**src/rtl/round_ctrl_pkg.sv**
```systemverilog
// Shared codes for the round controller: game FSM states, result encodings,
// keypad codes and the round FSM state type.
package round_ctrl_pkg;

    localparam logic [2:0] ST_OFF  = 3'd0;
    localparam logic [2:0] ST_WLCM = 3'd1;
    localparam logic [2:0] ST_CH   = 3'd2;
    localparam logic [2:0] ST_GAME = 3'd3;
    localparam logic [2:0] ST_WL   = 3'd4;
    localparam logic [2:0] ST_PA   = 3'd5;

    localparam logic [1:0] WL_NONE = 2'b00;
    localparam logic [1:0] WL_LOST = 2'b01;
    localparam logic [1:0] WL_WON  = 2'b10;

    localparam logic [4:0] KEY_PWRB  = 5'd10;
    localparam logic [4:0] KEY_PAUSE = 5'd12;
    localparam logic [4:0] KEY_STB   = 5'd13;
    localparam logic [4:0] KEY_NO    = 5'd14;
    localparam logic [4:0] KEY_YES   = 5'd15;

    typedef enum logic [1:0] {
        IDLE  = 2'd0,
        RUN   = 2'd1,
        PAUSE = 2'd2,
        DONE  = 2'd3
    } round_state_t;

endpackage

```
**src/rtl/round_ctrl_tick_gen.sv**
```systemverilog
// One-second tick generator: counts 0..DIVISOR-1 while enabled and emits a
// registered one-cycle tick on the wrap. Holding en low freezes the count.
module tick_gen #(
    parameter int DIVISOR = 27000000
) (
    input  logic clk,
    input  logic rst,
    input  logic en,
    input  logic clr,
    output logic tick
);

    localparam int CW = (DIVISOR > 1) ? $clog2(DIVISOR) : 1;
    localparam logic [CW-1:0] LAST = CW'(DIVISOR - 1);
    localparam logic [CW-1:0] ONE  = CW'(1);

    logic [CW-1:0] count;

    always_ff @(posedge clk) begin
        if (rst || clr) begin
            count <= '0;
            tick  <= 1'b0;
        end else if (en) begin
            if (count == LAST) begin
                count <= '0;
                tick  <= 1'b1;
            end else begin
                count <= count + ONE;
                tick  <= 1'b0;
            end
        end else begin
            tick <= 1'b0;
        end
    end

endmodule

```
**src/rtl/round_ctrl.sv**
```systemverilog
// Round controller: runs one timed round while the game FSM is in GAME,
// tracking seconds left, lives, pause and the win/loss result.
//
// state | meaning
// IDLE  | outside a round, outputs at their reload values
// RUN   | round in progress, divider counting, hits/goals honoured
// PAUSE | round frozen until the next PAUSE key press
// DONE  | result latched until the game FSM leaves GAME/WL
module round_ctrl
    import round_ctrl_pkg::*;
#(
    parameter int DIVISOR    = 27000000,
    parameter int ROUND_TIME = 60,
    parameter int LIVES      = 3
) (
    input  logic       clk,
    input  logic       rst,
    input  logic [2:0] presente,
    input  logic       keypad_pressed,
    input  logic [4:0] key,
    input  logic       hit,
    input  logic       goal,
    output logic [1:0] W_or_L,
    output logic [6:0] time_left,
    output logic [1:0] lives,
    output logic       paused,
    output logic       tick
);

    localparam logic [6:0] T_INIT = 7'(ROUND_TIME);
    localparam logic [1:0] L_INIT = 2'(LIVES);

    round_state_t state, state_nx;
    logic [1:0]   wl_nx;
    logic [6:0]   time_nx, time_after;
    logic [1:0]   lives_nx, lives_after;
    logic         key_prev;
    logic         pause_edge, in_game, loss, reload;
    logic         div_en, div_clr, tick_raw;

    tick_gen #(.DIVISOR(DIVISOR)) u_tick_gen (
        .clk  (clk),
        .rst  (rst),
        .en   (div_en),
        .clr  (div_clr),
        .tick (tick_raw)
    );

    assign tick = tick_raw;

    assign pause_edge  = keypad_pressed && !key_prev && (key == KEY_PAUSE);
    assign in_game     = (presente == ST_GAME);
    assign time_after  = (tick_raw && time_left != 7'd0) ? time_left - 7'd1 : time_left;
    assign lives_after = (hit && lives != 2'd0) ? lives - 2'd1 : lives;
    assign loss        = (time_after == 7'd0) || (lives_after == 2'd0);

    always_comb begin
        state_nx = state;
        wl_nx    = W_or_L;
        time_nx  = time_left;
        lives_nx = lives;
        div_en   = 1'b0;
        div_clr  = 1'b0;
        reload   = 1'b0;
        case (state)
            IDLE: begin
                reload = 1'b1;
                if (in_game) state_nx = RUN;
            end
            RUN: begin
                if (!in_game) begin
                    state_nx = IDLE;
                    reload   = 1'b1;
                end else begin
                    // Events of this cycle count even if a pause edge arrives with them.
                    time_nx  = time_after;
                    lives_nx = lives_after;
                    if (loss) begin
                        state_nx = DONE;
                        wl_nx    = WL_LOST;
                    end else if (goal) begin
                        state_nx = DONE;
                        wl_nx    = WL_WON;
                    end else if (pause_edge) begin
                        state_nx = PAUSE;
                    end else begin
                        div_en = 1'b1;
                    end
                end
            end
            PAUSE: begin
                if (!in_game) begin
                    state_nx = IDLE;
                    reload   = 1'b1;
                end else if (pause_edge) begin
                    state_nx = RUN;
                end
            end
            DONE: begin
                div_clr = 1'b1;
                if (!(in_game || presente == ST_WL)) begin
                    state_nx = IDLE;
                    reload   = 1'b1;
                end
            end
            default: begin
                state_nx = IDLE;
                reload   = 1'b1;
            end
        endcase
        if (reload) begin
            wl_nx    = WL_NONE;
            time_nx  = T_INIT;
            lives_nx = L_INIT;
            div_clr  = 1'b1;
        end
    end

    always_ff @(posedge clk) begin
        if (rst) begin
            state     <= IDLE;
            W_or_L    <= WL_NONE;
            time_left <= T_INIT;
            lives     <= L_INIT;
            paused    <= 1'b0;
            key_prev  <= 1'b0;
        end else begin
            state     <= state_nx;
            W_or_L    <= wl_nx;
            time_left <= time_nx;
            lives     <= lives_nx;
            paused    <= (state_nx == PAUSE);
            key_prev  <= keypad_pressed;
        end
    end

endmodule
```
**config.mk**
```make
export PLATFORM = sky130hd
export DESIGN_NAME = round_ctrl
export DESIGN_NICKNAME = d
export VERILOG_FILES = /design/src/rtl/round_ctrl_pkg.sv /design/src/rtl/round_ctrl_tick_gen.sv /design/src/rtl/round_ctrl.sv
export SDC_FILE = /design/constraint.sdc
export NUM_CORES = 1
export LEC_CHECK = 0
export ABC_AREA = 1
export CORE_MARGIN = 1.5
export CORE_UTILIZATION = 40
export CTS_BUF_LIST = sky130_fd_sc_hd__clkbuf_4
export DETAILED_ROUTE_END_ITERATION = 8
export PLACE_DENSITY = 0.59
export SLEW_MARGIN = 10
export SYNTH_ARGS = -nofsm -noshare
export SYNTH_HDL_FRONTEND = slang
export SYNTH_SLANG_ARGS = --single-unit
```
**constraint.sdc**
```tcl
create_clock -name clk -period 2.4 [get_ports clk]
set_clock_uncertainty 0.2 [all_clocks]
set_input_delay 0.48 -clock clk [delete_from_list [all_inputs] [get_ports clk]]
set_output_delay 0.48 -clock clk [all_outputs]
set_load 0.02 [all_outputs]
```
* Word-level counts from Yosys, hierarchy flattened
Cells that the tools add are included.
Widths: inputs -> output; s select.
** Word-level totals
- Register bits :: 41
- Latch bits :: 0
- Memory bits (writable) :: 0
- Memory bits (read-only) :: 0
- Bits of input ports :: 13
- Output and inout bits :: 13
- Word-level logic and storage cells :: 64
- Memories kept :: 0
** Cells by class
- $add $sub $neg :: 3
- Multiply operators :: 0
- Div/mod/pow operators :: 0
- $lt $le $gt $ge :: 0
- Equal/unequal tests :: 8
- Shifts and indexed selects :: 0
- Multiplexer cells :: 25
- Bitwise gates (word level) :: 1
- Reduce and logical (&&, ||, !) cells :: 19
** Operator list (number)
- $add 25x1->25 const B :: 1
- $eq 25x25->1 const B :: 1
- $mux 25 :: 1
- $mux 2 :: 11
- $mux 1 :: 10
- $pmux 2 s4 :: 1
- $logic_not 7->1 :: 1
- $mux 7 :: 1
- $reduce_bool 7->1 :: 1
- $sub 7x1->7 const B :: 1
- $eq 2x2->1 const B :: 3
- $reduce_or 2->1 :: 3
- $eq 5x4->1 const B :: 1
- $logic_and 1x1->1 :: 4
- $logic_not 2->1 :: 2
- $reduce_bool 2->1 :: 2
- $eq 3x2->1 const B :: 1
- $eq 3x3->1 const B :: 1
- $logic_or 1x1->1 :: 3
- $pmux 1 s3 :: 1
- $reduce_and 3->1 :: 1
- $eq 2x1->1 const B :: 1
- $reduce_and 2->1 :: 1
- $sub 2x1->2 const B :: 1
- 2 further kinds :: 2

* Depth between registers and ports, before layout
Gate-level depths: netlist of run 1.
- Word-level depth :: 10
- Depth in mapped cells :: 16
- Mapped depth without buffers :: 16

* Cells and area by module
A second synthesis of run 1 with hierarchy kept.
** Unflattened totals
- Cells, all modules :: 391
- Area, all modules :: 2529.9 um^2
** Modules (own cells, without submodules)
- tick_gen :: times used 1, cells each 228, area an instance 1453.9 um^2, sequential area each 520.5 um^2
- round_ctrl :: times used 1, cells each 163, area an instance 1076.0 um^2, sequential area each 300.3 um^2

* Least setup slack after synthesis of run 1
Ideal clock, no wire load.
- Path kind :: register -> register
- Start point :: register time_left[0]
- End point :: register u_tick_gen.count[24]
- Setup time :: 0.070 ns
- Arrival :: 1.972 ns
- Data required time :: 2.130 ns
- Slack :: 0.158 ns
- Stages on the path, launching flop included :: 15
- Buffers on the path :: 1
- Clock period less this slack :: 2.242 ns
- Cells stage by stage :: dfxtp_1 inv_1 ha_1 inv_1 nor2_1 nand3_4 nand2_4 inv_2 nor2_1 a21oi_2 nand4_4 nand3_4 buf_6 nand2_1 a21oi_1
** On the way
- Word-level cells in the longest chain between the ends :: 8
- Elaborated cells on any way between the ends :: 9
- Those cells by class :: add/sub: 1; mux: 4; reduce/logical: 4
** RTL lines
- from (decl) :: line round_ctrl.sv:24 : output logic [6:0] time_left,
- from (signal assigned) :: line round_ctrl.sv:130 : time_left <= time_nx;
- branches (longest 2 deep; another with $sub 7x1->7)
- $mux 7 (*) :: line round_ctrl.sv:53 : assign time_after = (tick_raw && time_left != 7'd0) ? time_left - 7'd1 : time_left;
- $logic_not 7->1 (*) :: line round_ctrl.sv:55 : assign loss = (time_after == 7'd0) || (lives_after == 2'd0);
- $logic_or 1x1->1 (*) :: line round_ctrl.sv:55
- $mux 1 (*) :: line round_ctrl.sv:78 : if (loss) begin
- $mux 1 (*) :: line round_ctrl.sv:71 : if (!in_game) begin
- $mux 1 (*) :: line round_ctrl.sv:65 : case (state)
- to (signal assigned) :: line round_ctrl_tick_gen.sv:28 : count <= count + ONE;
- to (decl) :: line round_ctrl_tick_gen.sv:17 : logic [CW-1:0] count;
Every way passes the cells marked *.
A chain may end at the register's enable or synchronous reset.

* Worst setup path after layout of run 1
- Start point :: register time_left[0]
- End point :: register u_tick_gen.count[22]
The elaborated chain is that of the path after synthesis.

==> results of run 1 <==
## final timing paths
path	start	to	slack, ns	cells past startpoint
setup reg to reg	time_left[0]$_SDFFE_PP0P_	u_tick_gen.count[22]$_SDFFE_PP0P_	0.17	15
hold / removal	u_tick_gen.count[24]$_SDFFE_PP0P_	u_tick_gen.count[24]$_SDFFE_PP0P_	0.30	2
hold reg to reg	u_tick_gen.count[24]$_SDFFE_PP0P_	u_tick_gen.count[24]$_SDFFE_PP0P_	0.30	2
setup / recovery	time_left[0]$_SDFFE_PP0P_	u_tick_gen.count[22]$_SDFFE_PP0P_	0.17	15
## power by group through the flow
stage / registers, mW / clock network, mW / logic (mW)
after floorplan: 0.703 / 0 / 0.0513
after global placement: 0.703 / 0 / 0.0971
after detailed placement: 0.703 / 0 / 0.0973
after CTS: 0.688 / 0.477 / 0.0979
after global routing: 0.689 / 0.503 / 0.114
final: 0.688 / 0.461 / 0.102
## state kept, by name, indices dropped and copies added (netlist names)
name,flops
key_prev,1
paused,1
time_left,7
u_tick_gen.count,25
state,2
W_or_L,2
u_tick_gen.tick,1
lives,2
## timing repair
action                     4_1_cts  5_1_grt
resized for setup                0       17
setup endpoints to repair        0       25
buffers inserted                 0        5
## cell type report
cell class	instances	area (um^2)	share of cell area, %
clock buffers	5	37.5	1.08
clock inverters	3	41.3	1.18
inverters	54	205	5.89
multi-input cells	328	1750	50.1
flip-flops and latches	41	823	23.6
well taps	96	120	3.45
repair buffers	54	512	14.7
## through the flow
step | hold WS (ns) | area [um^2] | cells | TNS [ns]
floorplan | 0.257 | 2820 | 437 | 0
detailed placement | 0.280 | 3320 | 567 | 0
global route | 0.336 | 3490 | 581 | -0.00387
finish | 0.295 | 3490 | 581 | 0
global placement | 0.278 | 3320 | 567 | 0
CTS | 0.300 | 3400 | 575 | 0
## critical path, delay by kind of cell (launching register included)
family	cells	cell delay (ns)
AOI/OAI and AO/OA	1	0.13
adders and majority gates	1	0.13
buffers and inverters	4	0.32
DFF	1	0.35
and+or+nand+nor	9	1.03
## layer usage
layer  wire (um)  vias to the layer above  track usage [%]
met5           0                        -                0
met4          73                        0             3.96
met3         311                        7             3.13
met2        3110                       55             30.7
met1        3550                     1268             29.1
li1            -                     1535                -
## Yosys cell counts (all sizes together)
cell type,n
a211oi,1
a21oi,40
a31oi,1
and2b,1
buf,5
clkbuf,9
dfxtp,41
ha,8
inv,54
nand2,114
nand3,22
nand3b,1
nand4,36
nor2,49
nor3,11
nor3b,1
nor4,2
nor4b,1
o211ai,3
o21ai,13
o21bai,1
or2,1
or3,1
xnor2,10
xor2,11
## logic make-up (layout without fill, tap and decap cells)
kind of cell	count (synthesis)	count (layout)
adders and majority gates	8	8
xor gates and xnor gates	21	21
DFF	41	41
AOI/OAI and AO/OA	59	59
buffers and inverters	68	116
and+or+nand+nor	240	240
==> results.json, run 1 <==
{
  "status": "finished clean",
  "final_util_pct": 51.3,
  "fmax_mhz": 449,
  "yosys.area_share.simple_pct": 40.1,
  "synthMuxAreaShare_pct": 0,
  "synth_adder_area_share_pct": 3.55,
  "diodes": 0,
  "cts_tree": "yes",
  "tightest_slew_ns": 0.422,
  "synth_top_area_share_pct": 29.1,
  "fin_nets": 505,
  "synth_compound_area_share_pct": 11.1,
  "maxCapViolations": 0,
  "overflow": 0,
  "synth_seq_area_share_pct": 29.1,
  "timing.critical_path.fanout_max": 7,
  "antenna_found_initial": 0,
  "synth-xor-area-share_pct": 6.52,
  "p_seq_share_pct": 55.0,
  "setup_viol": 0,
  "worstHoldPathType": "reg -> reg",
  "layout_setup_ws_ns": 0.173,
  "area_delta_synth_final_pct": 23.5,
  "detailroute.via_count": 2865,
  "path_clk_slew_ns": 0.13,
  "die_w_um": 87.0,
  "maxSlewViolCount": 0,
  "fill_cells": 685,
  "period_share_pct": 92.8,
  "p_comb_share_pct": 8.1,
  "drt_first_pass_iters": 5,
  "p_switching_mw": 0.303,
  "cp-end-kind": "flip-flop",
  "peakVddDrop_v": 0.000186,
  "grt_pass1_vias": 2588,
  "core-area_um2": 6790,
  "totalPowerFinal_mw": 1.25,
  "synth_area_um2": 2820,
  "track_usage_pct": 19.9,
  "dpl.hpwl_um": 5240,
  "numPortBuffers": 25,
  "drt_iter0_drc": 177,
  "required_ns": 2.50,
  "cts.sinks": 41,
  "cts_buffer_depth": 2,
  "synth_nets": 458,
  "ios": 26,
  "wirelength_um": 7040,
  "crit_type": "reg -> reg",
  "ctsHoldBuffers": 0,
  "pre_cts_ws_ns": 0.0106,
  "crit_arrival_ns": 2.33,
  "post-synth-top-area-cell": "dfxtp_1",
  "synth_top_family_by_area": "simple AND/OR/NAND/NOR gates",
  "p_leak_nw": 1.40,
  "mostFrequentLayoutCell": "nand2_1",
  "wl_per_cell_um": 12.1,
  "powerDensity_nw_per_um2": 359,
  "final_cell_mix": "nand2_1, inv_1, nor2_1, dfxtp_1, a21oi_1",
  "chipHeight_um": 87.0,
  "avgSynthCellArea_um2": 6.46,
  "critPathMaxStageDelay_ns": 0.35,
  "synthCells": 437,
  "worstPathCellList": "inv_2 -> ha_1 -> inv_1 -> nor2_2 -> nand3_4 -> nand2_4 -> inv_4 -> nand2_1 -> nand2_2 -> nor2_4 -> nand4_4 -> nand3_4 -> buf_4 -> nand2_1 -> a21oi_1",
  "final_layout_size_suffix_gt1_share_pct": 12.2,
  "max_slew_margin_pct": 71.7,
  "synth.distinct_cells": 35,
  "final.min_clock_period_ns": 2.23,
  "worst_skew_pair.late_latency_ns": 0.36,
  "die_area_um2": 7570,
  "drt-vias-per-instance": 4.93,
  "start_kind": "flip-flop",
  "grt_pass1_wl_um": 12200,
  "h-tree-depth": 2,
  "synth_warnings": 0,
  "ys_seq_elements": 41,
  "slowest_stage": "dfxtp_2",
  "rows": 30,
  "drtAntennaViolNets": 0,
  "cts_inserted_buffers": 5,
  "synth_top_cells_by_area": "dfxtp_1, nand2_1, nand4_1",
  "clockPowerShare_pct": 36.9,
  "initial_core_util_pct": 41.5,
  "cts.root.buffer_cell": "clkbuf_4",
  "final_hold_viol_count": 0,
  "p_int_mw": 0.948,
  "route.detailed.drc": 0,
  "grt_max_degree": 26,
  "swShare_pct": 24.2,
  "routabilityCongestion": 0.954
}
Power figures use the tool's default switching activity.
==> inputs of run 2 (changes only) <==
--- a/config.mk
+++ b/config.mk
@@ -6,11 +6,15 @@
 export NUM_CORES = 1
 export LEC_CHECK = 0
 export ABC_AREA = 1
+export CAP_MARGIN = 20
+export CELL_PAD_IN_SITES_DETAIL_PLACEMENT = 1
+export CELL_PAD_IN_SITES_GLOBAL_PLACEMENT = 1
 export CORE_MARGIN = 1.5
 export CORE_UTILIZATION = 40
 export CTS_BUF_LIST = sky130_fd_sc_hd__clkbuf_4
 export DETAILED_ROUTE_END_ITERATION = 8
-export PLACE_DENSITY = 0.59
+export GPL_TIMING_DRIVEN = 1
+export PLACE_DENSITY = 0.79
 export SLEW_MARGIN = 10
 export SYNTH_ARGS = -nofsm -noshare
 export SYNTH_HDL_FRONTEND = slang
==> run 2 against run 1 <==
Net effect:
- count of clock-buffer cells in the layout is the same
- largest power group unchanged
- highest routed layer unchanged
- clock power up 23%
- combinational power grew 5%
- sequential power barely moved
- final cell count is 0.86% higher
==> results.json, run 2 (synthesis results as in run 1) <==
{
  "status": "finished clean",
  "peakVddDrop_v": 0.000192,
  "mostFrequentLayoutCell": "nand2_1",
  "worst_skew_pair.late_latency_ns": 0.36,
  "post-place-cells": 567,
  "routabilityCongestion": 0.889,
  "wl_per_cell_um": 16.0,
  "path_clk_slew_ns": 0.14,
  "wirelength_um": 9380,
  "cts_buffer_depth": 2,
  "crit_type": "reg -> reg",
  "required_ns": 2.49,
  "totalPowerFinal_mw": 1.36,
  "detailroute.via_count": 3188,
  "cts_tree": "yes",
  "crit_arrival_ns": 2.45,
  "r2r-start": "time_left[1]$_SDFFE_PP0P_",
  "die_w_um": 87.0,
  "dpl.hpwl_um": 6500,
  "rows": 30,
  "final.min_clock_period_ns": 2.36,
  "ios": 26,
  "p_seq_share_pct": 50.5,
  "grt_pass1_wl_um": 14800,
  "maxSlewViolCount": 0,
  "p_leak_nw": 1.42,
  "final_cell_mix": "nand2_1, inv_1, nor2_1, dfxtp_1, a21oi_1",
  "area_delta_synth_final_pct": 27.3,
  "pre_cts_ws_ns": -0.0880,
  "track_usage_pct": 24.7,
  "maxCapViolations": 0,
  "final_layout_size_suffix_gt1_share_pct": 15.3,
  "period_share_pct": 98.3,
  "core-area_um2": 6790,
  "die_area_um2": 7570,
  "h-tree-depth": 2,
  "grt_max_degree": 16,
  "rr_worst_depth": 15,
  "max_slew_margin_pct": 60.9,
  "drtAntennaViolNets": 0,
  "drt_first_pass_iters": 4,
  "chipHeight_um": 87.0,
  "drt-vias-per-instance": 5.44,
  "largest_reg_flops": 25,
  "grt_pass1_vias": 3143,
  "fin_nets": 510,
  "cts_inserted_buffers": 5,
  "numPortBuffers": 25,
  "cts.root.buffer_cell": "clkbuf_4",
  "p_int_mw": 1.05,
  "clockPowerShare_pct": 41.7,
  "powerDensity_nw_per_um2": 379,
  "swShare_pct": 22.8,
  "tightest_slew_ns": 0.583,
  "initial_core_util_pct": 41.5,
  "p_comb_share_pct": 7.8,
  "worstHoldPathType": "reg -> reg",
  "timing.critical_path.fanout_max": 7,
  "worstHoldStart": "u_tick_gen.count[24]$_SDFFE_PP0P_",
  "ctsHoldBuffers": 0,
  "p_switching_mw": 0.310,
  "regMostFlops": "u_tick_gen.count",
  "final_area_um2": 3590,
  "antenna_found_initial": 0,
  "overflow": 0,
  "largestRegisters": "u_tick_gen.count x25, time_left x7",
  "cts.sinks": 41,
  "route.detailed.drc": 0,
  "start_kind": "flip-flop",
  "diodes": 0,
  "cp-startpoint": "time_left[1]$_SDFFE_PP0P_",
  "setup_viol": 0,
  "layout_setup_ws_ns": 0.0403,
  "fmax_mhz": 424,
  "hold_depth": 2,
  "final_hold_viol_count": 0,
  "place_area_um2": 3300,
  "drt_iter0_drc": 152,
  "layout.cells.non_filler": 586,
  "cp-end-kind": "flip-flop"
}
==> run 2: cell count changes in the layout (fill, tap and decap cells not counted), moves of 4 or more <==
cell     change
buf_4        +6
nand2_2      +5
nand2_1      -5
nor2_4       +4
==> run 2: path summary, 6_finish.rpt <==
check | to | slack (ns)
max reg2reg | u_tick_gen.count[16]$_SDFFE_PP0P_ | 0.04
min | u_tick_gen.count[24]$_SDFFE_PP0P_ | 0.31
max | u_tick_gen.count[16]$_SDFFE_PP0P_ | 0.04
min reg2reg | u_tick_gen.count[24]$_SDFFE_PP0P_ | 0.31
==> run 2: routing by layer <==
layer,vias up,track usage (%),wire [um]
li1,1545,-,-
met3,15,4.17,383
met5,-,0,0
met1,1565,31.6,4320
met4,0,7.04,146
met2,63,42.6,4530
==> run 2: worst max-delay path, stage by stage, from the launching register on <==
cell and delay [ns]:
dfxtp_4 0.38, inv_4 0.07, ha_4 0.14, inv_2 0.04
nor2_4 0.11, nand3_4 0.11, nand2_4 0.11, inv_4 0.06
nand2_2 0.06, nand2_2 0.07, nor2_4 0.16, nand4_4 0.24
nand3_4 0.24, buf_6 0.12, nand2_1 0.04, a21oi_1 0.13
==> run 2: cell type report <==
| class | instances | area [um^2] |
|---|---|---|
| clock buffers | 5 | 37.5 |
| clock inverters | 3 | 65.1 |
| fillers | 927 | 3200 |
| inverters | 54 | 210 |
| multi-input cells | 331 | 1840 |
| flip-flops and latches | 41 | 827 |
| well taps | 96 | 120 |
| repair buffers | 56 | 490 |
==> run 2: what timing repair did <==
| action | in CTS | in global routing |
|---|---|---|
| pin swaps | 3 | 11 |
| endpoints found under the setup margin | 27 | 28 |
| resized for setup | 5 | 29 |
| buffers inserted | 1 | 7 |
| cloned | 1 | 2 |
==> run 2: through the flow <==
stage               TNS [ns]  util (%)  hold slack [ns]
global placement           0      48.5            0.282
finish                     0      52.9            0.311
floorplan                  0         -            0.257
global route         -0.0817      52.9            0.331
CTS                        0      50.6            0.313
detailed placement    -0.355      48.5            0.294
==> run 2: power groups by stage <==
stage | sequential (mW) | clock, mW | combinational (mW)
final | 0.687 | 0.568 | 0.107
after floorplan | 0.703 | 0 | 0.0513
after detailed placement | 0.703 | 0 | 0.0982
after global routing | 0.688 | 0.607 | 0.119
after global placement | 0.703 | 0 | 0.0950
after CTS | 0.689 | 0.592 | 0.100
